$ cat src/rtl/areg_pkg.sv
// Shared definitions for the areg_shift accumulator: FSM state encoding and
// a constant-width helper for the shift counter.
package areg_pkg;

    typedef enum logic [1:0] {
        IDLE  = 2'd0,
        SHIFT = 2'd1,
        DONE  = 2'd2
    } state_t;

    function automatic int clog2(input int v);
        int r;
        int x;
        r = 0;
        x = v - 1;
        while (x > 0) begin
            r = r + 1;
            x = x >> 1;
        end
        return r;
    endfunction

endpackage

$ cat src/rtl/areg_stage.sv
// One bit of the A register: flop with hold/load/shift select and the
// open-drain pull-down term for bus readback.
import areg_pkg::*;

module areg_stage #(
    parameter logic RESET_BIT = 1'b0
) (
    input  logic clk,
    input  logic clr,
    input  logic load,
    input  logic shift,
    input  logic din,
    input  logic shin,
    input  logic rda,
    output logic q,
    output logic pd
);

    always_ff @(posedge clk or posedge clr) begin
        if (clr) begin
            q <= RESET_BIT;
        end else if (load) begin
            q <= din;
        end else if (shift) begin
            q <= shin;
        end
    end

    assign pd = rda & ~q;

endmodule

$ cat src/rtl/areg_shift.sv
// W-bit accumulator register for the bit-serial datapath: parallel load,
// open-drain readback and a start-triggered LSB-first serial pass.
// Optional macro AREG_ROTATE_EN adds port rot to recirculate aout[0] instead of sin.
import areg_pkg::*;

module areg_shift #(
    parameter int             W         = 8,
    parameter int             SHIFTS    = W,
    parameter logic [W-1:0]   RESET_VAL = '0
) (
    input  logic         clk,
    input  logic         clr,
    input  logic         wra,
    input  logic [W-1:0] dbus_in,
    input  logic         rda,
    output logic [W-1:0] dbus_pd,
`ifdef AREG_ROTATE_EN
    input  logic         rot,
`endif
    input  logic         start,
    input  logic         sin,
    output logic         sout,
    output logic [W-1:0] aout,
    output logic         busy,
    output logic         done
);

    localparam int            CW   = clog2(SHIFTS) + 1;
    localparam logic [CW-1:0] LAST = CW'(SHIFTS - 1);

    state_t        state;
    logic [CW-1:0] count;
    logic          load;
    logic          shift;
    logic          shin;
    logic [W-1:0]  shin_vec;

    // Loads are locked out during a pass so a stray wra cannot corrupt it.
    assign load  = wra && (state != SHIFT);
    assign shift = (state == SHIFT);
    assign sout  = aout[0];

`ifdef AREG_ROTATE_EN
    logic rot_q;
    assign shin = rot_q ? aout[0] : sin;
`else
    assign shin = sin;
`endif

    assign shin_vec = {shin, aout[W-1:1]};

    for (genvar i = 0; i < W; i++) begin : g_bit
        areg_stage #(
            .RESET_BIT(RESET_VAL[i])
        ) u_stage (
            .clk  (clk),
            .clr  (clr),
            .load (load),
            .shift(shift),
            .din  (dbus_in[i]),
            .shin (shin_vec[i]),
            .rda  (rda),
            .q    (aout[i]),
            .pd   (dbus_pd[i])
        );
    end

    always_ff @(posedge clk or posedge clr) begin
        if (clr) begin
            state <= IDLE;
            count <= '0;
            busy  <= 1'b0;
            done  <= 1'b0;
`ifdef AREG_ROTATE_EN
            rot_q <= 1'b0;
`endif
        end else begin
            case (state)
                IDLE: begin
                    done <= 1'b0;
                    // A simultaneous load wins; start must be re-issued.
                    if (!wra && start) begin
                        state <= SHIFT;
                        count <= '0;
                        busy  <= 1'b1;
`ifdef AREG_ROTATE_EN
                        rot_q <= rot;
`endif
                    end
                end
                SHIFT: begin
                    count <= count + 1'b1;
                    if (count == LAST) begin
                        state <= DONE;
                        busy  <= 1'b0;
                        done  <= 1'b1;
                    end
                end
                DONE: begin
                    state <= IDLE;
                    done  <= 1'b0;
                end
                default: begin
                    state <= IDLE;
                    busy  <= 1'b0;
                    done  <= 1'b0;
                end
            endcase
        end
    end

endmodule

$ cat config.mk
export PLATFORM = sky130hd
export DESIGN_NAME = areg_shift
export DESIGN_NICKNAME = d
export VERILOG_FILES = /design/src/rtl/areg_pkg.sv /design/src/rtl/areg_stage.sv /design/src/rtl/areg_shift.sv
export SDC_FILE = /design/constraint.sdc
export NUM_CORES = 1
export LEC_CHECK = 0
export BUFFER_PORTS_ARGS = -buffer_cell sky130_fd_sc_hd__buf_2
export CORE_MARGIN = 8
export CORE_UTILIZATION = 46
export CTS_CLUSTER_DIAMETER = 40
export DETAILED_ROUTE_END_ITERATION = 6
export PLACE_DENSITY = 0.77
export SYNTH_ARGS = -nofsm -noshare
export SYNTH_HDL_FRONTEND = slang
export SYNTH_HIERARCHICAL = 1
export SYNTH_SLANG_ARGS = --single-unit
$ cat constraint.sdc
create_clock -name clk -period 1.81 [get_ports clk]
set_input_delay 0 -clock clk [delete_from_list [all_inputs] [get_ports clk]]
set_output_delay 0 -clock clk [all_outputs]
set_load 0.02 [all_outputs]
* After elaboration in Yosys (flattened, before gate mapping)
Cells that the tools add are included.
** Word-level totals
- Logic and storage cells :: 71
- Output and inout port bits :: 19
- Input port bits :: 14
- Register bits :: 16
** Operators by class
- Reduce and logical (&&, ||, !) cells :: 9
- Bitwise logic cells :: 17
- Add/subtract/negate cells :: 1
- Equal/unequal tests :: 6
- Muxes and demuxes :: 26
** Operators with widths (number)
- $mux W1 :: 20
- $not A1 Y1 :: 9
- $and A1 B1 Y1 :: 8
- $pmux W4 S2 :: 1
- $add A4 B1 Y4 const B :: 1
- $eq A4 B3 Y1 const B :: 1
- $mux W2 :: 2
- $mux W4 :: 1
- $ne A2 B2 Y1 const B :: 2
- $pmux W2 S2 :: 1
- $reduce_and A2 Y1 :: 2
- $reduce_bool A2 Y1 :: 2
- $pmux W1 S3 :: 1
- $reduce_and A3 Y1 :: 1
- $eq A2 B1 Y1 const B :: 1
- $eq A2 B2 Y1 const B :: 1
- $logic_and A1 B1 Y1 :: 2
- $logic_not A2 Y1 :: 1
- $ne A2 B1 Y1 const B :: 1
- $logic_not A1 Y1 :: 1

* Longest topological paths before layout
Gate-level depths: netlist (run 1).
- Depth in word-level cells :: 4
- Depth in mapped cells :: 4
- Mapped depth without buffers :: 4

* Hierarchy
The synthesis (run 1) kept the hierarchy.
** By module, submodules not included
- areg_stage :: times used 8, area an instance 53.8 um^2, cells each 6
- areg_shift :: times used 1, area an instance 386.6 um^2, cells each 34

* Least setup slack after synthesis (run 1)
OpenSTA, ideal clock, no wires.
- Kind :: reg2reg
- Start :: register state[1]
- End :: register g_bit[0].u_stage.q
- Path buffers :: 0
- Data required time :: 1674 ps
- Data arrival time :: 1122 ps
- Cell stages (with the launch flop) :: 5
- Path slack :: 552 ps
- Path through :: dfrtp_1 > nand2b_1 > inv_1 > mux2i_1 > o21ai_1
** RTL lines
- from (decl) :: RTL line areg_shift.sv:31 : state_t state;
- from (signal assigned) :: RTL line areg_shift.sv:70 : state <= IDLE;
- from (signal assigned) :: RTL line areg_shift.sv:83 : state <= SHIFT;
- from (signal assigned) :: RTL line areg_shift.sv:94 : state <= DONE;
- $eq A2 B1 Y1 :: RTL line areg_shift.sv:40 : assign shift = (state == SHIFT);
- net shift :: RTL line areg_shift.sv:34 : logic shift;
- $reduce_bool A2 Y1 (no source line)
- to (signal assigned) :: RTL line areg_stage.sv:23 : q <= din;
- to (signal assigned) :: RTL line areg_stage.sv:25 : q <= shin;
- to (decl) :: RTL line areg_stage.sv:15 : output logic q,
The timed path passes the listed nets, and every way through them passes these cells.
A chain may end at the register's enable or synchronous reset.

* Worst setup path after layout (run 1)
- Start :: register state[1]
- End :: register g_bit[2].u_stage.q
** RTL lines (RTL line)
- $eq A2 B1 Y1 :: areg_shift.sv:40
- net shift :: areg_shift.sv:34
- $reduce_bool A2 Y1 (no source line)
- to (signal assigned) :: areg_stage.sv:23
- to (signal assigned) :: areg_stage.sv:25
- to (decl) :: areg_stage.sv:15
The timed path passes the listed nets, and every way through them passes these cells.

==> metrics.md, run 1 <==
| Metric | Value |
|---|---|
| Minimum clock period | 1.44 ns |
| Yosys reg bits | 16 |
| Number of diodes | 0 |
| Worst EP arrival | 1.59 ns |
| Reg area | 400 um^2 |
| CTS tree | yes |
| Ys Warns | 6 |
| # fillers | 147 |
| Cells after Synth | 82 |
| Max_cap viols | 0 |
| Initial Util | 47.8% |
| Worst setup SP type | register |
| RSZ-0062 raised after global routing | no |
| Mapped Avg Cell Area | 9.96 um^2 |
| PD cells | 1620 nW/um^2 |
| Number of port buffers | 32 |
| GPL Wtd Cong | 0.864 |
| Crit path max-delay family | flip-flops |
| Yosys top cell by area | dfrtp_1 |
| Row count | 15 |
| Initial antenna violation count | 0 |
| Number of global-route vias before repair | 749 |
| Core Region | 1710 um^2 |
| Relative slew slack | 66.7% |
| Area contributors post-synth | dfrtp_1 49%, mux2i_1 11%, nor2b_1 6.9%, inv_1 5.5%, o21ai_1 4.9% |
| CTS resizes | 0 |
| Worst-Margin Slew | 0.500 ns |
| Worst-Skew Late Latency | 0.28 ns |
| Total number of vias | 713 |
| CP peak stage delay | 0.41 ns |
| Peak VDD IR | 893 uV |
| Crit path buf inv count | 1 |
| Fmax | 694 MHz |
| Root Buffer Master | clkbuf_4 |
| I/O pins | 33 |
| Netlist area before placement | 817 um^2 |
| Total CTS buffers | 3 |
| First drt pass iteration count | 3 |
| Die area | 3380 um^2 |
| Wire per inst | 12.3 um |
| Overall routing resource usage | 12.1% |
| Leakage | 0.618 nW |
| Synthesis-to-layout area growth | 37.5% |
| Sum Neg Setup Slack | 0 ns |
| Worst-path cell chain | nand2b_1 > inv_1 > mux2i_1 > o21ai_1 |
| Most frequent cells in the layout | 32 x buf_2, 16 x dfrtp_1, 12 x inv_1 |
| Nets | 143 |
| Final Setup Violations | 0 |
| Fin util | 65.8% |
| Status | complete, no violations |
| Clk_skew | 0.00470 ns |
| Ratio of cells with drive above 1 in the final layout | 32.5% |
| DR iter-0 viols | 9 |
| Clk sinks | 16 |
| Die Y | 58.1 um |
| Post-synthesis net count | 97 |
| H-tree Lvls | 1 |
| Worst Path Max Fanout | 11 |
| First-pass GRT wire length | 3.28 mm |
| Sequential element share of the synthesized area | 49.0% |
| Clk buf depth | 2 |
| Crit path kind | register to register |
| Setup WS post-layout | 0.369 ns |
| Critical-path top delay cell | dfrtp_1 |
| Setup crit end kind | register |
| Critical path data required time | 1.96 ns |
| Placement Setup Slack | 0.390 ns |
| Final ANT Viol Nets | 0 |
| Final Hold Vio Count | 0 |
| Final Cycle Share | 79.6% |
| Final HPWL DP | 1.39 mm |
| Multi-input combinational cell area | 364 um^2 |
| Commonest non-fill, non-tap cell in the layout | buf_2 |
| Hold Path Class | input port to register |
| Final Slew Violations | 0 |
| Post-synth cell types | 22 |
| Largest net degree at the start of global routing | 17 |
| Die X | 58.1 um |
| Residual DRC count | 0 |
| Synth top area share | 49.0% |
| Total Wirelength | 1.86 mm |
| Vias/cell | 4.72 |
| Grt ovf | 0 |
| CTS clock-pin slew for the worst setup and hold paths | 0.09 ns |
## Yosys cell counts
cell type,n
dfrtp_1,16
inv_1,12
mux2i_1,9
nor2b_1,9
nand2_1,8
o21ai_1,8
a21oi_1,2
and2_1,2
nand2b_1,2
nor2_1,2
a211o_1,1
a22o_1,1
a22o_2,1
and3_4,1
and3b_2,1
buf_4,1
ha_1,1
mux2_2,1
nand3_2,1
nor3_1,1
o21ai_2,1
o32ai_1,1
## worst paths after layout
path | startpoint | end | slack [ns] | cells past startpoint
setup / recovery | state[1]$_DFFE_PP0P_ | g_bit[2].u_stage/q$_DFFE_PP0P_ | 0.37 | 4
hold / removal | wra | busy$_DFFE_PP0P_ | 0.15 | 4
setup reg to reg | state[1]$_DFFE_PP0P_ | g_bit[2].u_stage/q$_DFFE_PP0P_ | 0.37 | 4
hold reg to reg | done$_DFFE_PP0P_ | done$_DFFE_PP0P_ | 0.52 | 2
max in group asynchronous | clr | count[3]$_DFFE_PP0P_ | 1.29 | 3
min in group asynchronous | clr | g_bit[6].u_stage/q$_DFFE_PP0P_ | 0.16 | 3
## layout make-up
class | count | area share, %
flip-flops and latches | 16 | 35.6
multi-input cells | 53 | 32.4
repair buffers | 42 | 23.2
inverters | 12 | 4.01
well taps | 25 | 2.78
clock buffers | 3 | 2.00
## through the flow
stage	cell area, um^2	hold slack (ns)	total power, mW	cells
after floorplan	817	-0.271	1.36	82
after global placement	1000	-0.0765	1.61	138
after detailed placement	1000	-0.0763	1.64	138
after CTS	1120	0.122	1.84	151
after global routing	1120	0.164	1.97	151
final	1120	0.151	1.82	151
## cell families (layout without fill, tap and decap cells)
family / Yosys count / in the layout / share of synthesized area [%]
AOI/OAI and AO/OA: 15 / 15 / 11.6
adders and majority gates: 1 / 1 / 1.53
buffers and inverters: 13 / 57 / 6.43
DFF: 16 / 16 / 49.0
muxes: 10 / 10 / 12.4
and+or+nand+nor: 27 / 27 / 19.0
## worst reg2reg max path, cell delays in order, from the launching register on
cell,delay (ns)
dfrtp_1,0.41
nand2b_1,0.20
inv_1,0.39
mux2i_1,0.24
o21ai_1,0.08
## metal layers
| metal | global-route usage (%) | routed length (um) |
|---|---|---|
| met1 | 14.6 | 865 |
| met2 | 19.9 | 885 |
| met3 | 4.19 | 103 |
| met4 | 3.15 | 8 |
| met5 | 0 | 0 |
## sequential cells by signal (all words and copies together), names as in the netlist
name and flops:
busy 1, count 4, done 1, g_bit.u_stage/q 8
state 2
## power breakdown
| part | leakage (nW) | switching, mW | internal (mW) |
|---|---|---|---|
| Combinational | 0.410 | 0.538 | 0.411 |
| Clock | 0.0138 | 0.110 | 0.0770 |
| Sequential | 0.194 | 0.162 | 0.525 |
| Total | 0.618 | 0.810 | 1.01 |
## timing repair
action	4_1_cts	5_1_grt
hold buffers	10	0
setup buffers	0	0
hold endpoints to repair	24	0
endpoints found under the setup margin	0	0
(Power assumes the default switching activity.)
==> inputs of run 2 (changes only) <==
- CORE_UTILIZATION: 46 -> 42
- PLACE_DENSITY: 0.77 -> 0.74
- clock period: 1.81 -> 1.28 ns (I/O delays scaled with it)
==> run 2 against run 1 <==
  * Final cell count grew 3.3%
  * Sequential cell count unchanged
  * Combinational power grew 55%
  * Sequential share of layout area fell by 1.1 points
  * Highest routed layer unchanged
  * Clock skew shrank 0.0044 ns
  * Non-clock buffer count increased by 3
  * Critical path type unchanged
  * Total power is 47% higher
  * Utilization is 4.9 points lower
  * Largest power group unchanged
  * Routed wire length is 4.1% higher
  * Clock power rose by 36%
  * Die area grew 6.9%
==> metrics.md, run 2 (same netlist as run 1, synthesis figures left out) <==
| Metric | Value |
|---|---|
| Number of diodes | 0 (unchanged) |
| Critical path data required time | 1.44 ns (-0.52 ns) |
| First-pass GRT wire length | 3.50 mm (+6.5%) |
| Most frequent cells in the layout | 32 x buf_2, 16 x dfrtp_1, 12 x inv_1 |
| Max_cap viols | 0 (unchanged) |
| Wire per inst | 12.4 um (+0.75%) |
| Row count | 16 (+1) |
| GPL Wtd Cong | 0.788 (-8.8%) |
| I/O pins | 33 (unchanged) |
| Crit path kind | register to register |
| Status | complete, no violations |
| Final Setup Violations | 0 (unchanged) |
| Final Hold Vio Count | 0 (unchanged) |
| RSZ-0062 raised after global routing | no |
| Final ANT Viol Nets | 0 (unchanged) |
| Die Y | 60.1 um (+3.4%) |
| DR iter-0 viols | 14 (+5) |
| Total power | 2.68 mW (+47%) |
| Nets | 146 (+2.1%) |
| Worst-Skew Late Latency | 0.27 ns (about the same) |
| CTS clock-pin slew for the worst setup and hold paths | 0.09 ns (about the same) |
| Fin util | 60.9% (-4.9 points) |
| Hold Path Class | input port to register |
| Worst setup SP type | register |
| Synthesis-to-layout area growth | 41.8% |
| Worst Path Max Fanout | 5 (-6) |
| Root Buffer Master | clkbuf_4 |
| Post-CTS setup buffers | 0 (unchanged) |
| Initial Util | 43.0% (-4.9 points) |
| Vias/cell | 4.64 (-1.7%) |
| Residual DRC count | 0 (unchanged) |
| Worst EP arrival | 1.36 ns (-0.23 ns) |
| Fmax | 831 MHz (+20%) |
| Non-Filler Instances | 156 (+3.3%) |
| Die area | 3610 um^2 (+6.9%) |
| H-tree Lvls | 1 (unchanged) |
| Largest Register | g_bit.u_stage/q |
| Initial antenna violation count | 0 (unchanged) |
| Final HPWL DP | 1.48 mm (+6.3%) |
| Peak VDD IR | 1350 uV (+51%) |
| Number of global-route vias before repair | 793 (+5.9%) |
| Largest net degree at the start of global routing | 17 (unchanged) |
| Total Wirelength | 1.94 mm (+4.1%) |
| Die X | 60.1 um (+3.4%) |
| Grt ovf | 0 (unchanged) |
| Clk_skew | 0.000306 ns (-0.00439 ns) |
| Relative slew slack | 79.7% (+13 points) |
| Setup crit end kind | register |
| Setup WS post-layout | 0.0772 ns (-0.292 ns) |
| Commonest non-fill, non-tap cell in the layout | buf_2 |
| Leakage | 0.637 nW (+3.1%) |
| First drt pass iteration count | 4 (+1) |
| Placed instance count | 144 (+4.3%) |
| Minimum clock period | 1.20 ns (-0.238 ns) |
| Final Cycle Share | 94.0% (+14 points) |
| Overall routing resource usage | 12.6% (+0.50 points) |
| Final Slew Violations | 0 (unchanged) |
| Total number of vias | 724 (+1.5%) |
| Placement Setup Slack | 0.0393 ns (-0.350 ns) |
| Clk sinks | 16 (unchanged) |
| CTS tree | yes |
| Max reg flops | 8 (unchanged) |
| Clk buf depth | 2 (unchanged) |
| Biggest regs | g_bit.u_stage/q x8, count x4, state x2 |
| Worst-Margin Slew | 0.304 ns (-0.195 ns) |
| Number of port buffers | 32 (unchanged) |
| Core Region | 1900 um^2 (+11%) |
| Total CTS buffers | 3 (unchanged) |
| Sum Neg Setup Slack | 0 ns (unchanged) |
| Ratio of cells with drive above 1 in the final layout | 36.4% (+3.9 points) |
| PD cells | 2310 nW/um^2 (+43%) |
[run 2: cell count changes in the layout (fill, tap and decap cells not counted)]
cell / previous run / this run
buf_4: 0 / 3
and2_1: 2 / 1
and2_2: 0 / 1
buf_6: 0 / 1
dlygate4sd3_1: 10 / 9
o32ai_1: 1 / 0
o32ai_2: 0 / 1
[run 2: report_power, final]
part	total, mW	leakage [nW]	switching (mW)	internal (mW)
clock	0.255	0.0138	0.146	0.109
combinational	1.47	0.428	0.800	0.668
sequential	0.958	0.194	0.217	0.742
total	2.68	0.637	1.16	1.52
[run 2: layout make-up]
type | count | area, um^2
repair buffers | 45 | 284
inverters | 12 | 45.0
well taps | 27 | 33.8
fillers | 181 | 743
flip-flops and latches | 16 | 400
clock buffers | 3 | 22.5
multi-input cells | 53 | 373
[run 2: layer usage]
layer	part of all wire (%)	track usage (%)	up-vias
met2	47	20.4	28
met1	44	14.3	328
li1	-	-	366
met4	0.46	5.10	0
met3	8.7	4.95	2
met5	0	0	-
[run 2: path summary, 6_finish.rpt]
check | start | end | slack (ns) | depth (start not counted)
min in group asynchronous | clr | g_bit[2].u_stage/q$_DFFE_PP0P_ | 0.17 | 3
min reg2reg | count[3]$_DFFE_PP0P_ | count[3]$_DFFE_PP0P_ | 0.54 | 1
max reg2reg | state[1]$_DFFE_PP0P_ | g_bit[5].u_stage/q$_DFFE_PP0P_ | 0.08 | 5
min | sin | g_bit[7].u_stage/q$_DFFE_PP0P_ | 0.02 | 3
max in group asynchronous | clr | state[1]$_DFFE_PP0P_ | 0.77 | 3
max | state[1]$_DFFE_PP0P_ | g_bit[5].u_stage/q$_DFFE_PP0P_ | 0.08 | 5
[run 2: worst max-delay path, cell delays in order, from the launching register on]
cell and delay (ns):
dfrtp_1 0.38, nand2b_1 0.18, inv_1 0.10, buf_4 0.15, mux2i_1 0.19, o21ai_1 0.08
[run 2: through the flow]
step                      hold WS, ns  cell area [um^2]
after floorplan                -0.271               817
after global placement        -0.0812              1030
after detailed placement      -0.0773              1030
after CTS                     0.00846              1150
after global routing           0.0199              1160
final                          0.0240              1160
[run 2: what timing repair did]
item | in CTS | in global routing
setup endpoints to repair | 0 | 9
hold buffers | 9 | 0
resized for setup | 0 | 3
endpoints found under the hold margin | 24 | 0
==> inputs of run 3 (changes only) <==
- CORE_ASPECT_RATIO: not set -> 0.75
- SKIP_LAST_GASP: not set -> 1
==> run 3 against run 2 <==
  * Sequential cell count unchanged
  * Sequential power hardly changed
  * Sequential share of layout area fell by 0.15 points
  * Worst setup slack gained 0.0046 ns
  * Via count up 2.3%
  * Register-to-register slack about the same
  * Hold slack better by 0.087 ns
  * Die area up 0.41%
  * Largest power group unchanged
==> metrics.md, run 3 (same netlist as run 1, synthesis figures left out) <==
| Metric | Value |
|---|---|
| Worst setup SP type | register |
| Max reg flops | 8 (unchanged) |
| Total CTS buffers | 3 (unchanged) |
| Sum Neg Setup Slack | 0 ns (unchanged) |
| Number of port buffers | 32 (unchanged) |
| Final HPWL DP | 1.57 mm (+6.2%) |
| Fmax | 835 MHz (+0.38%) |
| Nets | 147 (+0.68%) |
| Clk buf depth | 2 (unchanged) |
| Crit path kind | register to register |
| Initial Util | 45.7% (+2.7 points) |
| Largest net degree at the start of global routing | 17 (unchanged) |
| Worst Path Max Fanout | 4 (-1) |
| Final Slew Violations | 0 (unchanged) |
| Commonest non-fill, non-tap cell in the layout | buf_2 |
| Final Setup Violations | 0 (unchanged) |
| Residual DRC count | 0 (unchanged) |
| Final Cycle Share | 93.6% (-0.36 points) |
| Post-CTS setup buffers | 0 (unchanged) |
| Seq pwr share | 35.1% (-0.7 points) |
| Biggest regs | g_bit.u_stage/q x8, count x4, state x2 |
| Initial antenna violation count | 0 (unchanged) |
| Clk sinks | 16 (unchanged) |
| Critical-path top delay cell | dfrtp_1 |
| Total number of vias | 741 (+2.3%) |
| CTS tree | yes |
| Status | complete, no violations |
| Number of global-route vias before repair | 735 (-7.3%) |
| Row count | 13 (-3) |
| Die area | 3630 um^2 (+0.41%) |
| RSZ-0062 raised after global routing | no |
| Combinational fraction of design power | 55.5% (+0.8 points) |
| Worst setup startpoint | count[0]$_DFFE_PP0P_ |
| Final Hold Vio Count | 0 (unchanged) |
| Root Buffer Master | clkbuf_4 |
| Clock power frac | 9.4% (about the same) |
| Worst Hold Launch | wra |
| Reg area | 400 um^2 (unchanged) |
| Sw Share | 43.4% (+0.055 points) |
| Minimum clock period | 1.20 ns (-0.00459 ns) |
| Final ANT Viol Nets | 0 (unchanged) |
| Critical path data required time | 1.46 ns (+0.02 ns) |
| Total power | 2.72 mW (+1.5%) |
| Vias/cell | 4.88 (+5.0%) |
| Multi-input combinational cell area | 365 um^2 (-2.0%) |
| Clk_skew | 0.00870 ns (+0.00840 ns) |
| Hold Path Class | input port to register |
| Ratio of cells with drive above 1 in the final layout | 35.4% (-1.0 points) |
| Peak VDD IR | 1250 uV (-7.0%) |
| Fin util | 65.0% (+4.1 points) |
| Die Y | 54.2 um (-9.8%) |
| # fillers | 165 (-8.8%) |
| GPL Wtd Cong | 0.772 (-2.1%) |
| RR Startpoint | count[0]$_DFFE_PP0P_ |
| Number of diodes | 0 (unchanged) |
| Psw | 1.18 mW (+1.6%) |
| Grt ovf | 0 (unchanged) |
| Leakage | 0.643 nW (+1.1%) |
| Core Region | 1790 um^2 (-5.9%) |
| Worst-path cell chain | ha_1 > and3b_2 > o32ai_1 |
| CTS clock-pin slew for the worst setup and hold paths | 0.09 ns (about the same) |
| First-pass GRT wire length | 3.31 mm (-5.5%) |
| First drt pass iteration count | 4 (unchanged) |
| Max_cap viols | 0 (unchanged) |
| Int Power | 1.54 mW (+1.4%) |
| Synthesis-to-layout area growth | 42.4% |
| CP peak stage delay | 0.42 ns (+0.04 ns) |
| Largest Register | g_bit.u_stage/q |
| Total Wirelength | 2.05 mm (+5.8%) |
| Wire per inst | 13.5 um (+8.6%) |
| Relative slew slack | 79.1% (-0.55 points) |
| H-tree Lvls | 1 (unchanged) |
| Die X | 66.9 um (+11%) |
| PD cells | 2340 nW/um^2 (+1.1%) |
| Setup crit end kind | register |
| Most frequent cells in the layout | 32 x buf_2, 16 x dfrtp_1, 12 x inv_1 |
| Worst EP arrival | 1.38 ns (+0.02 ns) |
| Overall routing resource usage | 12.2% (-0.39 points) |
| DR iter-0 viols | 22 (+8) |
| I/O pins | 33 (unchanged) |
| Worst-Margin Slew | 0.313 ns (+0.00826 ns) |
| Worst-Skew Late Latency | 0.28 ns (about the same) |
-- run 3: changes by cell type in the layout (fill, tap and decap cells not counted) --
cell           before  now
dlygate4sd3_1       9   10
buf_12              0    1
buf_6               1    0
o32ai_1             0    1
o32ai_2             1    0
-- run 3: timing repair --
| item | in CTS | in global routing |
|---|---|---|
| setup endpoints to repair | 0 | 8 |
| hold endpoints to repair | 24 | 0 |
| hold buffers | 10 | 0 |
| gates resized for setup | 0 | 1 |
-- run 3: cell type report --
class | instances | area share (%)
clock buffer | 3 | 1.94
inverter | 12 | 3.87
multi-input combinational | 53 | 31.4
sequential | 16 | 34.4
tap | 22 | 2.37
timing repair buffer | 46 | 26.0
-- run 3: layer usage --
layer / wire length (um) / global-route usage [%] / part of all wire, % / up-vias
li1: - / - / - / 368
met1: 863 / 13.0 / 42 / 357
met2: 1080 / 22.0 / 53 / 14
met3: 85 / 4.14 / 4.1 / 2
met4: 19 / 5.19 / 0.93 / 0
met5: 0 / 0 / 0 / -
-- run 3: path summary, 6_finish.rpt --
kind                                                        to  slack (ns)  cells past startpoint
worst max-delay path                          busy$_DFFE_PP0P_        0.08                      3
worst min-delay path                          busy$_DFFE_PP0P_        0.11                      4
worst max register to register                busy$_DFFE_PP0P_        0.08                      3
worst min register to register                done$_DFFE_PP0P_        0.51                      2
max in group asynchronous                     done$_DFFE_PP0P_        0.75                      3
min in group asynchronous       g_bit[4].u_stage/q$_DFFE_PP0P_        0.17                      3
-- run 3: worst max-delay path, delay by kind of cell (launching register included) --
kind,cells,cell delay [ns]
DFF,1,0.42
and+or+nand+nor,1,0.23
adders and majority gates,1,0.23
AOI/OAI and AO/OA,1,0.21
-- run 3: power groups by stage --
stage | clock network (mW) | registers (mW) | logic [mW]
3_3_place_gp | 0 | 0.951 | 1.46
3_5_place_dp | 0 | 0.968 | 1.50
4_1_cts | 0.267 | 0.958 | 1.53
5_1_grt | 0.297 | 1.00 | 1.64
2_1_floorplan | 0 | 1.12 | 0.804
6_report | 0.255 | 0.956 | 1.51
-- run 3: through the flow --
stage | cells | area [um^2] | hold slack, ns | setup WS [ns]
after floorplan | 82 | 817 | -0.271 | 0.0218
after global placement | 139 | 1040 | -0.0832 | 0.116
after detailed placement | 139 | 1040 | -0.0743 | 0.0509
after CTS | 152 | 1160 | 0.107 | 0.0386
after global routing | 152 | 1160 | 0.140 | 0.00563
final | 152 | 1160 | 0.111 | 0.0818
